===== src/rtl/contador_comparador_param_if.sv =====
// Bus between the control unit and the parametrised counter/comparator datapath.
// Control-side signals are outputs of the master; status/debug signals are outputs of the slave.
interface contador_comparador_param_if #(
    parameter int unsigned N = 4,
    parameter int unsigned V = 4
);
    logic         carrega;
    logic         conta;
    logic         desce;
    logic [N-1:0] dado;
    logic [N-1:0] chaves;
    logic         menor;
    logic         maior;
    logic         igual;
    logic         fim;
    logic [N-1:0] db_contagem;
    logic [V-1:0] db_voltas;

    modport master (
        output carrega, conta, desce, dado, chaves,
        input  menor, maior, igual, fim, db_contagem, db_voltas
    );

    modport slave (
        input  carrega, conta, desce, dado, chaves,
        output menor, maior, igual, fim, db_contagem, db_voltas
    );
endinterface


===== src/rtl/contador_comparador_param.sv =====
// Modulo-M up/down counter with clamped load, magnitude comparator, end-of-count flag and
// saturating wrap counter. Define COMPARADOR_REGISTRADO_EN to register menor/maior/igual.
module contador_comparador_param #(
    parameter int unsigned N = 4,
    parameter int unsigned M = 16,
    parameter int unsigned V = 4
) (
    input  logic                         clock,
    input  logic                         zera,
    contador_comparador_param_if.slave   bus
);
    localparam logic [N-1:0] CountMax = N'(M - 1);
    localparam logic [N:0]   Modulus  = (N + 1)'(M);
    localparam logic [N-1:0] CountOne = N'(1);
    localparam logic [V-1:0] VoltaOne = V'(1);

    logic [N-1:0] contagem_q, contagem_d;
    logic [V-1:0] voltas_q, voltas_d;
    logic         terminal;
    logic         wrap;
    logic         lt, gt, eq;

    always_comb begin
        terminal   = bus.desce ? (contagem_q == '0) : (contagem_q == CountMax);
        // zera is not folded in here: the register's reset branch already overrides it.
        wrap       = bus.conta & ~bus.carrega & terminal;
        contagem_d = contagem_q;
        voltas_d   = voltas_q;
        if (bus.carrega) begin
            contagem_d = ({1'b0, bus.dado} < Modulus) ? bus.dado : CountMax;
        end else if (bus.conta) begin
            if (terminal) begin
                contagem_d = bus.desce ? CountMax : '0;
            end else begin
                contagem_d = bus.desce ? (contagem_q - CountOne) : (contagem_q + CountOne);
            end
        end
        if (wrap && (voltas_q != '1)) begin
            voltas_d = voltas_q + VoltaOne;
        end
    end

    always_ff @(posedge clock) begin
        if (zera) begin
            contagem_q <= '0;
            voltas_q   <= '0;
        end else begin
            contagem_q <= contagem_d;
            voltas_q   <= voltas_d;
        end
    end

    always_comb begin
        lt = contagem_q < bus.chaves;
        gt = contagem_q > bus.chaves;
        eq = contagem_q == bus.chaves;
    end

`ifdef COMPARADOR_REGISTRADO_EN
    logic menor_q, maior_q, igual_q;

    always_ff @(posedge clock) begin
        if (zera) begin
            menor_q <= 1'b0;
            maior_q <= 1'b0;
            igual_q <= 1'b1;
        end else begin
            menor_q <= lt;
            maior_q <= gt;
            igual_q <= eq;
        end
    end

    assign bus.menor = menor_q;
    assign bus.maior = maior_q;
    assign bus.igual = igual_q;
`else
    assign bus.menor = lt;
    assign bus.maior = gt;
    assign bus.igual = eq;
`endif

    assign bus.fim         = bus.conta & terminal;
    assign bus.db_contagem = contagem_q;
    assign bus.db_voltas   = voltas_q;
endmodule


===== src/flat_wrapper.sv =====
// flat-port wrapper written by rule: the top's interface ports become plain ports
module contador_comparador_param_flat 
#(
    parameter int unsigned N = 4,
    parameter int unsigned M = 16,
    parameter int unsigned V = 4
)
  (clock, zera, bus_carrega, bus_conta, bus_desce, bus_dado, bus_chaves, bus_menor, bus_maior, bus_igual, bus_fim, bus_db_contagem, bus_db_voltas);
  contador_comparador_param_if #(.N(N), .V(V)) bus_i ();
  input  logic clock;
  input  logic zera;
  input wire logic [$bits(bus_i.carrega)-1:0] bus_carrega;
  input wire logic [$bits(bus_i.conta)-1:0] bus_conta;
  input wire logic [$bits(bus_i.desce)-1:0] bus_desce;
  input wire logic [$bits(bus_i.dado)-1:0] bus_dado;
  input wire logic [$bits(bus_i.chaves)-1:0] bus_chaves;
  output wire logic [$bits(bus_i.menor)-1:0] bus_menor;
  output wire logic [$bits(bus_i.maior)-1:0] bus_maior;
  output wire logic [$bits(bus_i.igual)-1:0] bus_igual;
  output wire logic [$bits(bus_i.fim)-1:0] bus_fim;
  output wire logic [$bits(bus_i.db_contagem)-1:0] bus_db_contagem;
  output wire logic [$bits(bus_i.db_voltas)-1:0] bus_db_voltas;
  assign bus_i.carrega = bus_carrega;
  assign bus_i.conta = bus_conta;
  assign bus_i.desce = bus_desce;
  assign bus_i.dado = bus_dado;
  assign bus_i.chaves = bus_chaves;
  assign bus_menor = bus_i.menor;
  assign bus_maior = bus_i.maior;
  assign bus_igual = bus_i.igual;
  assign bus_fim = bus_i.fim;
  assign bus_db_contagem = bus_i.db_contagem;
  assign bus_db_voltas = bus_i.db_voltas;
  contador_comparador_param #(.N(N), .M(M), .V(V)) u_core (.clock(clock), .zera(zera), .bus(bus_i));
endmodule

===== config.mk =====
export PLATFORM = sky130hd
export DESIGN_NAME = contador_comparador_param_flat
export DESIGN_NICKNAME = d
export VERILOG_FILES = /design/src/rtl/contador_comparador_param_if.sv /design/src/rtl/contador_comparador_param.sv /design/src/flat_wrapper.sv
export SDC_FILE = /design/constraint.sdc
export NUM_CORES = 1
export LEC_CHECK = 0
export BUFFER_PORTS_ARGS = -buffer_cell sky130_fd_sc_hd__buf_2
export CAP_MARGIN = 10
export CORE_MARGIN = 10
export CORE_UTILIZATION = 45
export CTS_BUF_LIST = sky130_fd_sc_hd__clkbuf_8
export CTS_CLUSTER_DIAMETER = 40
export DETAILED_ROUTE_END_ITERATION = 10
export PLACE_DENSITY = 0.82
export SLEW_MARGIN = 20
export SYNTH_ARGS = -nofsm -noshare
export SYNTH_HDL_FRONTEND = slang
export SYNTH_SLANG_ARGS = --single-unit

===== constraint.sdc =====
create_clock -name clock -period 1.9 [get_ports clock]
set_clock_uncertainty 0.2 [all_clocks]
set_input_delay 0.095 -clock clock [delete_from_list [all_inputs] [get_ports clock]]
set_output_delay 0.095 -clock clock [all_outputs]
set_load 0.02 [all_outputs]

# [Word level (Yosys, flattened, before mapping)]
# Cells that the tools add are included.
[totals] reg_bits=8 out_inout_bits=12
[op_classes] n_addsub=3 order_cmp=2 eq_ne=3 muxes=6 bitwise=4 n_reduce_logical=3
[ops] op="$mux 4" n=5
[ops] op="$add 4x1->4 const B" n=2
[ops] op="$eq 4x4->1" n=1
[ops] op="$eq 4x4->1 const B" n=1
[ops] op="$gt 4x4->1" n=1
[ops] op="$logic_not 4->1" n=1
[ops] op="$lt 4x4->1" n=1
[ops] op="$ne 4x4->1 const B" n=1
[ops] op="$sub 4x1->4 const B" n=1
[ops] op="$and 1x1->1" n=3
[ops] op="$reduce_bool 2->1" n=1
[ops] op="$logic_and 1x1->1" n=1
[ops] op="$mux 1" n=1
[ops] op="$not 1->1" n=1

# [Logic depth before layout (Yosys ltp)]
# Gate-level depths: netlist (run 1).
[logic_depth] depth_word=5 depth_mapped=6 ltp_nobuf=6

# [Worst setup path after synthesis (run 1)]
# No wires, ideal clock.
[synth_path] path_kind="flip-flop to flip-flop" startpoint="register u_core.contagem_q[1] (netlist: u_core.bus.db_contagem[1])" endpoint="register u_core.voltas_q[3] (netlist: u_core.bus.db_voltas[3])" setup_time_ns=0.123 arrival_ns=1.762 t_required_ns=1.577 path_slack_ns=-0.186 path_stages_with_launch=6 path_buffers=1 period_less_slack_ns=2.086 cell_sequence="dfxtp_1 > inv_1 > or4_4 > buf_6 > a211oi_2 > mux2_1"
[synth_via] elab_chain_cells=4
[synth_lines] item="start: declaration" line="contador_comparador_param.sv:17" source="logic [N-1:0] contagem_q, contagem_d;"
[synth_lines] item="start signal: assignment" line="contador_comparador_param.sv:48" source="contagem_q <= contagem_d;"
[synth_lines] item="$eq 4x4->1 / $logic_not 4->1 (equally long branches)" line="contador_comparador_param.sv:24" source="terminal = bus.desce ? (contagem_q == '0) : (contagem_q == CountMax);"
[synth_lines] item="$mux 1 *" line="contador_comparador_param.sv:24"
[synth_lines] item="$and 1x1->1 *" line="contador_comparador_param.sv:26" source="wrap = bus.conta & ~bus.carrega & terminal;"
[synth_lines] item="$logic_and 1x1->1 *" line="contador_comparador_param.sv:38" source="if (wrap && (voltas_q != '1)) begin"
[synth_lines] item="end signal: assignment" line="contador_comparador_param.sv:49" source="voltas_q <= voltas_d;"
[synth_lines] item="end: declaration" line="contador_comparador_param.sv:18" source="logic [V-1:0] voltas_q, voltas_d;"
# Mark *: on every way between the ends. The rest lies on a longest branch, timed or not.
# A chain may end at the register's enable or synchronous reset.

# [Worst setup path after layout (run 1)]
[layout_path] startpoint="register u_core.contagem_q[1] (netlist: u_core.bus.db_contagem[1])" endpoint="output bus_menor"
[layout_via] elab_chain_cells=1
[layout_lines] item="$lt 4x4->1" line="contador_comparador_param.sv:54" source="lt = contagem_q < bus.chaves;"
[layout_lines] item="end: declaration" line="flat_wrapper.sv:17" source="output wire logic [$bits(bus_i.menor)-1:0] bus_menor;"
# No other way between the ends.

==> impl_results.md, run 1 <==
- WHS Endpoint: u_core.bus.db_contagem[3]$_SDFFE_PP0P_
- CP max stage cell: dfxtp_4
- Vias in the first global route: between 600 and 700
- Max Clk Rate: approximately 0.52 GHz
- Share of layout cells above drive strength 1: between 40% and 50%
- Synth top cells by count: inv_1 (9), dfxtp_1 (8), ha_1 (7)
- Distinct cells, synth: 33
- Initial antenna violation count: 0
- Die width: between 50 and 60 um
- Starting density of the core: approximately 50%
- Finish-stage setup viols: 1
- Routed vias: 744
- I/O pins: 25
- Minimum clock period: between 1500 and 2000 ps
- GPL Wtd Cong: 0.782
- Req. time, crit path: 1600 ps
- Worst reg2reg startpoint: u_core.bus.db_contagem[0]$_SDFFE_PP0P_
- Worst-case clock buffer depth: 2
- Sw Share: around 32%
- Main flop type after synthesis: dfxtp_1
- Top cell type by total area after synthesis: dfxtp_1
- Logic pwr share: between 30% and 40%
- Lkg Pwr: 0.486 nW
- Met3 usage: 3.65%
- Synthesized Nets: 102
- Die area: 3460 um2
- Worst slew pin tran: 335 ps
- Flop pwr share: a little under a third
- Synthesized area per cell: around 8.4 um2
- Nets: ~140
- Placement-stage cell area: roughly 800 um2
- Number of diodes: 0
- Worst-Skew Late Latency: between 200 and 250 ps
- DP Cell Count: around 120
- Register area share after synthesis: about a quarter
- YS warnings: 0
- Cells on Worst Hold Path: 4
- Synth top area share: between 20% and 30%
- Most frequent cell after synthesis: inv_1
- Gate Count Post-Synth: 81
- Root buffer cell: clkbuf_8
- Drt drc: 0
- Final Hold Slack: 105 ps
- Peak supply drop: 0.483 mV
- Max-slew headroom: slightly below 80%
- GRT met2 Usage: 16.5%
- Psw: ~0.00021 W
- CP arrival: ~1600 ps
- Final Hold Vio Count: 0
- Max-Cap Viols: 0
- Final Cell Area: a little over 1000 um2
- WL/cell: 16.1 um
- Core box area: 1370 um2
- Outcome: finished with violations
- Critical Path Source Type: register
- Failing checks: negative setup slack
- FFs w/ async S/R, synth: 0%
- Tot GR Track Use: roughly a tenth
- Largest net degree at the start of global routing: 13
- Pwr dens: about 640 nW/um2
- Antenna violation net count after detailed routing: 0
- Hold WC Path Type: in2reg
- DRT Wirelength: ~2200 um
- Setup repair after global routing missed its margin: true
- Worst Setup End Kind: output port
- Met1 GRT Util: 11.6%
- Top cells by area, synth: dfxtp_1 (24%), ha_1 (13%), inv_1 (5.0%)
- Hold_sp: bus_dado[3]
- Worst-case reg-to-reg path depth: 4
- H-Tree Depth: 1
- Kind of critical path: reg2out
- Max Transition Viols Final: 0
- Crit Path Max Fanout: 5
- Power Internal: 0.000434 W
- Reg-to-reg endpoint: u_core.bus.db_voltas[3]$_SDFFE_PP0P_
- Worst-path cell chain: ha_4 -> nor2b_1 -> o21a_1 -> o21ai_2 -> and2_4 -> buf_6
- Via/cell ratio: between 5 and 6
- Setup slack, reg-to-reg: ~20 ps
- Final HPWL from detailed placement: 1370 um
- Clock Sinks: 8
- Die height: 58.9 um
- Netlist Area Pre-Place: a little under 700 um2
- Final setup margin: -6.88 ps
- Slowest stage delay, CP: 360 ps
- Rows: 13
- CTS tree: yes
- Clk slew on worst S/H paths: 40 ps
- Power share of the clock group: 33.2%
- CP startpoint: u_core.bus.db_contagem[1]$_SDFFE_PP0P_
- Starting DRT DRC Count: 14
- TNS Setup: -6.88 ps
- Total CTS buffers: 3
- Tcrit/Tclk final: 100%
- Gr ovfl total: 0
- GRT Max-Usage Layer: met2
- Area growth from synthesis to layout: 48.4%
- Seq cells post-synth: 8
- TritonRoute pass-1 iters: 4
- IO buf count: 24
- Layout Cells excl Fill: ~130
- First-pass GRT wire length: about 3000 um
- Post-synth EDFFs: 0
-- metal layers --
layer / vias up / share of wire (%)
li1: 361 / -
met1: 343 / 38
met2: 32 / 51
met3: 8 / 8.0
met4: 0 / 2.6
met5: - / 0
-- cell usage in the layout, fill, tap and decap left out, types with 2 or more instances in the layout --
cell,Yosys,final
nand2_1,4,3
a21o_1,2,2
nand3_1,2,2
o22ai_1,3,3
nand2b_1,3,3
inv_1,9,10
dfxtp_1,8,4
a21oi_1,6,6
clkbuf_8,0,3
ha_1,7,5
buf_2,0,22
a21boi_0,3,2
mux2_1,2,2
dlygate4sd3_1,0,5
buf_6,1,2
nor2_1,4,4
xnor2_1,3,3
nor3b_1,2,2
buf_4,0,8
nor2b_1,4,4
dfxtp_4,0,4
-- per-stage QoR --
stage / worst slack [ps] / total power (W) / util [%]
after CTS: 5.12 / 0.000601 / 67.5
after global placement: 70.8 / 0.000369 / 60.3
after floorplan: -26.6 / 0.000313 / -
final: -6.88 / 0.000641 / 73.8
after global routing: -72.7 / 0.000672 / 73.8
after detailed placement: 52.4 / 0.000375 / 60.3
-- power groups by stage --
| stage | Combinational [W] | Sequential, W | Clock, W |
|---|---|---|---|
| 6_report | 0.000236 | 0.000192 | 0.000213 |
| 4_1_cts | 0.000191 | 0.000195 | 0.000216 |
| 5_1_grt | 0.000255 | 0.000194 | 0.000223 |
| 3_5_place_dp | 0.000178 | 0.000197 | 0 |
| 3_3_place_gp | 0.000173 | 0.000196 | 0 |
| 2_1_floorplan | 0.000108 | 0.000205 | 0 |
-- final cells by class --
type / instances / area (um2)
Multi-Input combinational cell: 60 / 487
Fill cell: 109 / 358
Tap cell: 15 / 18.8
Clock inverter: 1 / 3.75
Timing Repair Buffer: 37 / 243
Sequential cell: 8 / 175
Inverter: 10 / 40.0
Clock buffer: 3 / 41.3
-- cells by family (layout without fill, tap and decap cells) --
group | count (synthesis) | count (layout) | synth area share, %
AOI/OAI and AO/OA | 21 | 21 | 22.3
adders and majority gates | 8 | 8 | 15.8
buffers and inverters | 13 | 51 | 8.29
muxes | 3 | 3 | 4.79
and+or+nand+nor | 24 | 24 | 20.1
xor gates and xnor gates | 4 | 4 | 5.16
DFF | 8 | 8 | 23.6
-- flip-flops by register name, summed over array words and instances (netlist names) --
signal	cells
u_core.bus.db_voltas	4
u_core.bus.db_contagem	4
-- worst max path at each step --
stage / endpoint / cells past startpoint / slack [ps]
finish: bus_menor / 6 / -7
detailed placement: u_core.bus.db_voltas[3]$_SDFFE_PP0P_ / 4 / 50
CTS: bus_fim / 4 / 5
floorplan: u_core.bus.db_voltas[3]$_SDFFE_PP0P_ / 5 / -30
global placement: u_core.bus.db_voltas[3]$_SDFFE_PP0P_ / 4 / 70
global route: bus_maior / 8 / -70
-- repair_timing --
action                                  in CTS  in global routing
hold buffers                                 5                  0
endpoints found under the setup margin       2                  4
pin swaps                                    0                  5
resized for setup                            2                 12
hold endpoints to repair                     4                  0
setup buffers                                0                  6
-- critical path: cells and delay by family (launching register included) --
kind / cells / cell delay [ps]
buf+inv: 1 / 110
compound gates: 2 / 390
flops: 1 / 360
simple gates: 2 / 280
fa+ha+maj: 1 / 240
No activity file was read; power rests on OpenSTA's default activity.
==> run 2: changes to the inputs <==
- REMOVE_ABC_BUFFERS: unset -> 1
==> impl_results.md, run 2 (synthesis gave the netlist of run 1 again) <==
- GPL Wtd Cong: 0.853 (was 0.782)
- Final Cell Area: 1020 um2 (was 1010 um2)
- Minimum clock period: 1890 ps (was 1910 ps)
- Logic pwr share: 38.1% (was 36.8%)
- Finish-stage setup viols: 0 (was 1)
- Lkg Pwr: 0.489 nW (was 0.486 nW)
- Reg-to-reg endpoint: u_core.bus.db_voltas[3]$_SDFFE_PP0P_ (unchanged)
- H-Tree Depth: 1 (unchanged)
- Antenna violation net count after detailed routing: 0 (unchanged)
- Gr ovfl total: 0 (unchanged)
- Setup repair after global routing missed its margin: true (unchanged)
- Max-slew headroom: 83.1% (was 77.6%)
- Worst slew pin tran: 253 ps (was 335 ps)
- Via/cell ratio: 5.24 (was 5.55)
- Layout fillers: 99 (was 109)
- Power Internal: 0.000439 W (was 0.000434 W)
- Nets: 142 (was 141)
- Routed vias: 702 (was 744)
- Flop pwr share: 29.4% (was 30.0%)
- Clk slew on worst S/H paths: 40 ps (about the same)
- Max Transition Viols Final: 0 (unchanged)
- Vias in the first global route: 761 (was 694)
- Worst reg2reg startpoint: u_core.bus.db_contagem[0]$_SDFFE_PP0P_ (unchanged)
- Worst-case reg-to-reg path depth: 4 (unchanged)
- Commonest non-fill, non-tap cells in the layout: buf_2 (21), buf_4 (11), inv_1 (9), ha_1 (6) (was buf_2 (22), inv_1 (10), buf_4 (8), a21oi_1 (6))
- Sw Share: 31.2% (was 32.3%)
- Tcrit/Tclk final: 99.6% (was 100%)
- Initial antenna violation count: 0 (unchanged)
- Worst-case clock buffer depth: 2 (unchanged)
- Final HPWL from detailed placement: 1430 um (was 1370 um)
- Outcome: complete, no violations (was finished with violations)
- Largest net degree at the start of global routing: 13 (unchanged)
- WL/cell: 14.0 um (was 16.1 um)
- Req. time, crit path: 1820 ps (was 1600 ps)
- CTS tree: yes (unchanged)
- Final Hold Vio Count: 0 (unchanged)
- Max Clk Rate: 0.529 GHz (was 0.524 GHz)
- CP arrival: 1810 ps (was 1610 ps)
- Clock Sinks: 8 (unchanged)
- Core box area: 1370 um2 (unchanged)
- Starting DRT DRC Count: 5 (was 14)
- Placement-stage cell area: 845 um2 (was 825 um2)
- TritonRoute pass-1 iters: 4 (unchanged)
- Kind of critical path: reg2reg (was reg2out)
- Setup slack, reg-to-reg: 8 ps (was 20 ps)
- Rows: 13 (unchanged)
- Worst Setup End Kind: register (was output port)
- Number of diodes: 0 (unchanged)
- Starting density of the core: 49.7% (unchanged)
- Die height: 58.9 um (unchanged)
- Root buffer cell: clkbuf_8 (unchanged)
- Tot GR Track Use: 11.4% (was 10.6%)
- DRT Wirelength: 1880 um (was 2160 um)
- I/O pins: 25 (unchanged)
- Die width: 58.9 um (unchanged)
- Most common cell after layout, fill and taps aside: buf_2 (unchanged)
- Power share of the clock group: 32.5% (was 33.2%)
- Die area: 3460 um2 (unchanged)
- Cells on Worst Hold Path: 3 (was 4)
- Worst-Skew Late Latency: 230 ps (about the same)
- TNS Setup: 0 ps (was -6.88 ps)
- Core Util, Final: 74.7% (was 73.8%)
- Total CTS buffers: 3 (unchanged)
- WHS Endpoint: u_core.bus.db_contagem[2]$_SDFFE_PP0P_ (was u_core.bus.db_contagem[3]$_SDFFE_PP0P_)
- Crit Path Max Fanout: 8 (was 5)
- IO buf count: 24 (unchanged)
- Area growth from synthesis to layout: 50.3% (was 48.4%)
- Share of layout cells above drive strength 1: 43.7% (was 42.0%)
- Psw: 0.000199 W (was 0.000207 W)
- Drt drc: 0 (unchanged)
- Peak supply drop: 0.379 mV (was 0.483 mV)
- Hold WC Path Type: in2reg (unchanged)
- Max-Cap Viols: 0 (unchanged)
- Pwr dens: 625 nW/um2 (was 635 nW/um2)
- First-pass GRT wire length: 3220 um (was 2960 um)
- Critical Path Source Type: register (unchanged)
- Hold_sp: bus_dado[2] (was bus_dado[3])
[run 2: what timing repair did]
item,4_1_cts,5_1_grt
endpoints found under the hold margin,3,0
gates resized for setup,8,10
hold buffers,4,0
pin swaps,4,6
endpoints found under the setup margin,4,5
setup buffers,1,3
[run 2: cell type report]
cell class	instances	area [um2]	area share, %
Clock buffer	3	41.3	4.04
Inverter	10	37.5	3.68
Multi-Input combinational cell	60	509	49.9
Sequential cell	8	164	16.1
Tap cell	15	18.8	1.84
Timing Repair Buffer	38	250	24.5
[run 2: how the worst max path moves through the flow]
| stage | start | endpoint | slack, ps | cells after the start |
|---|---|---|---|---|
| 6_report | u_core.bus.db_contagem[0]$_SDFFE_PP0P_ | u_core.bus.db_voltas[3]$_SDFFE_PP0P_ | 8 | 4 |
| 5_1_grt | u_core.bus.db_contagem[1]$_SDFFE_PP0P_ | bus_menor | -40 | 7 |
| 3_5_place_dp | u_core.bus.db_contagem[0]$_SDFFE_PP0P_ | u_core.bus.db_voltas[3]$_SDFFE_PP0P_ | 20 | 4 |
| 2_1_floorplan | u_core.bus.db_contagem[1]$_SDFFE_PP0P_ | u_core.bus.db_voltas[3]$_SDFFE_PP0P_ | -130 | 4 |
| 3_3_place_gp | u_core.bus.db_contagem[0]$_SDFFE_PP0P_ | u_core.bus.db_voltas[3]$_SDFFE_PP0P_ | 50 | 4 |
| 4_1_cts | u_core.bus.db_contagem[1]$_SDFFE_PP0P_ | bus_menor | 2 | 7 |
[run 2: worst max-delay path, stage by stage (launching register included)]
cell and delay (ps):
dfxtp_2 330, inv_2 50, or4_4 590, a211oi_2 280, mux2_4 320
[run 2: routing by layer]
metal	part of all wire, %	vias up	GRT usage [%]
met5	0	-	0
met4	1.4	0	4.92
met2	52	20	21.2
met1	38	320	10.9
met3	8.9	3	4.29
li1	-	359	-
[run 2: per-stage QoR]
step                      hold WS [ps]  setup slack, ps  total power, W  cells
final                             24.0             8.46        0.000638    134
after global routing              51.9            -38.5        0.000678    134
after CTS                         8.75             1.77        0.000616    131
after detailed placement           141             15.5        0.000386    123
after global placement             138             46.2        0.000381    123
after floorplan                  -32.6             -129        0.000307     78
[run 2: power by group through the flow]
stage | Sequential (W) | Clock [W] | Combinational, W
after floorplan | 0.000204 | 0 | 0.000103
after global placement | 0.000188 | 0 | 0.000193
after detailed placement | 0.000189 | 0 | 0.000198
after CTS | 0.000187 | 0.000208 | 0.000221
after global routing | 0.000189 | 0.000222 | 0.000267
final | 0.000188 | 0.000208 | 0.000243
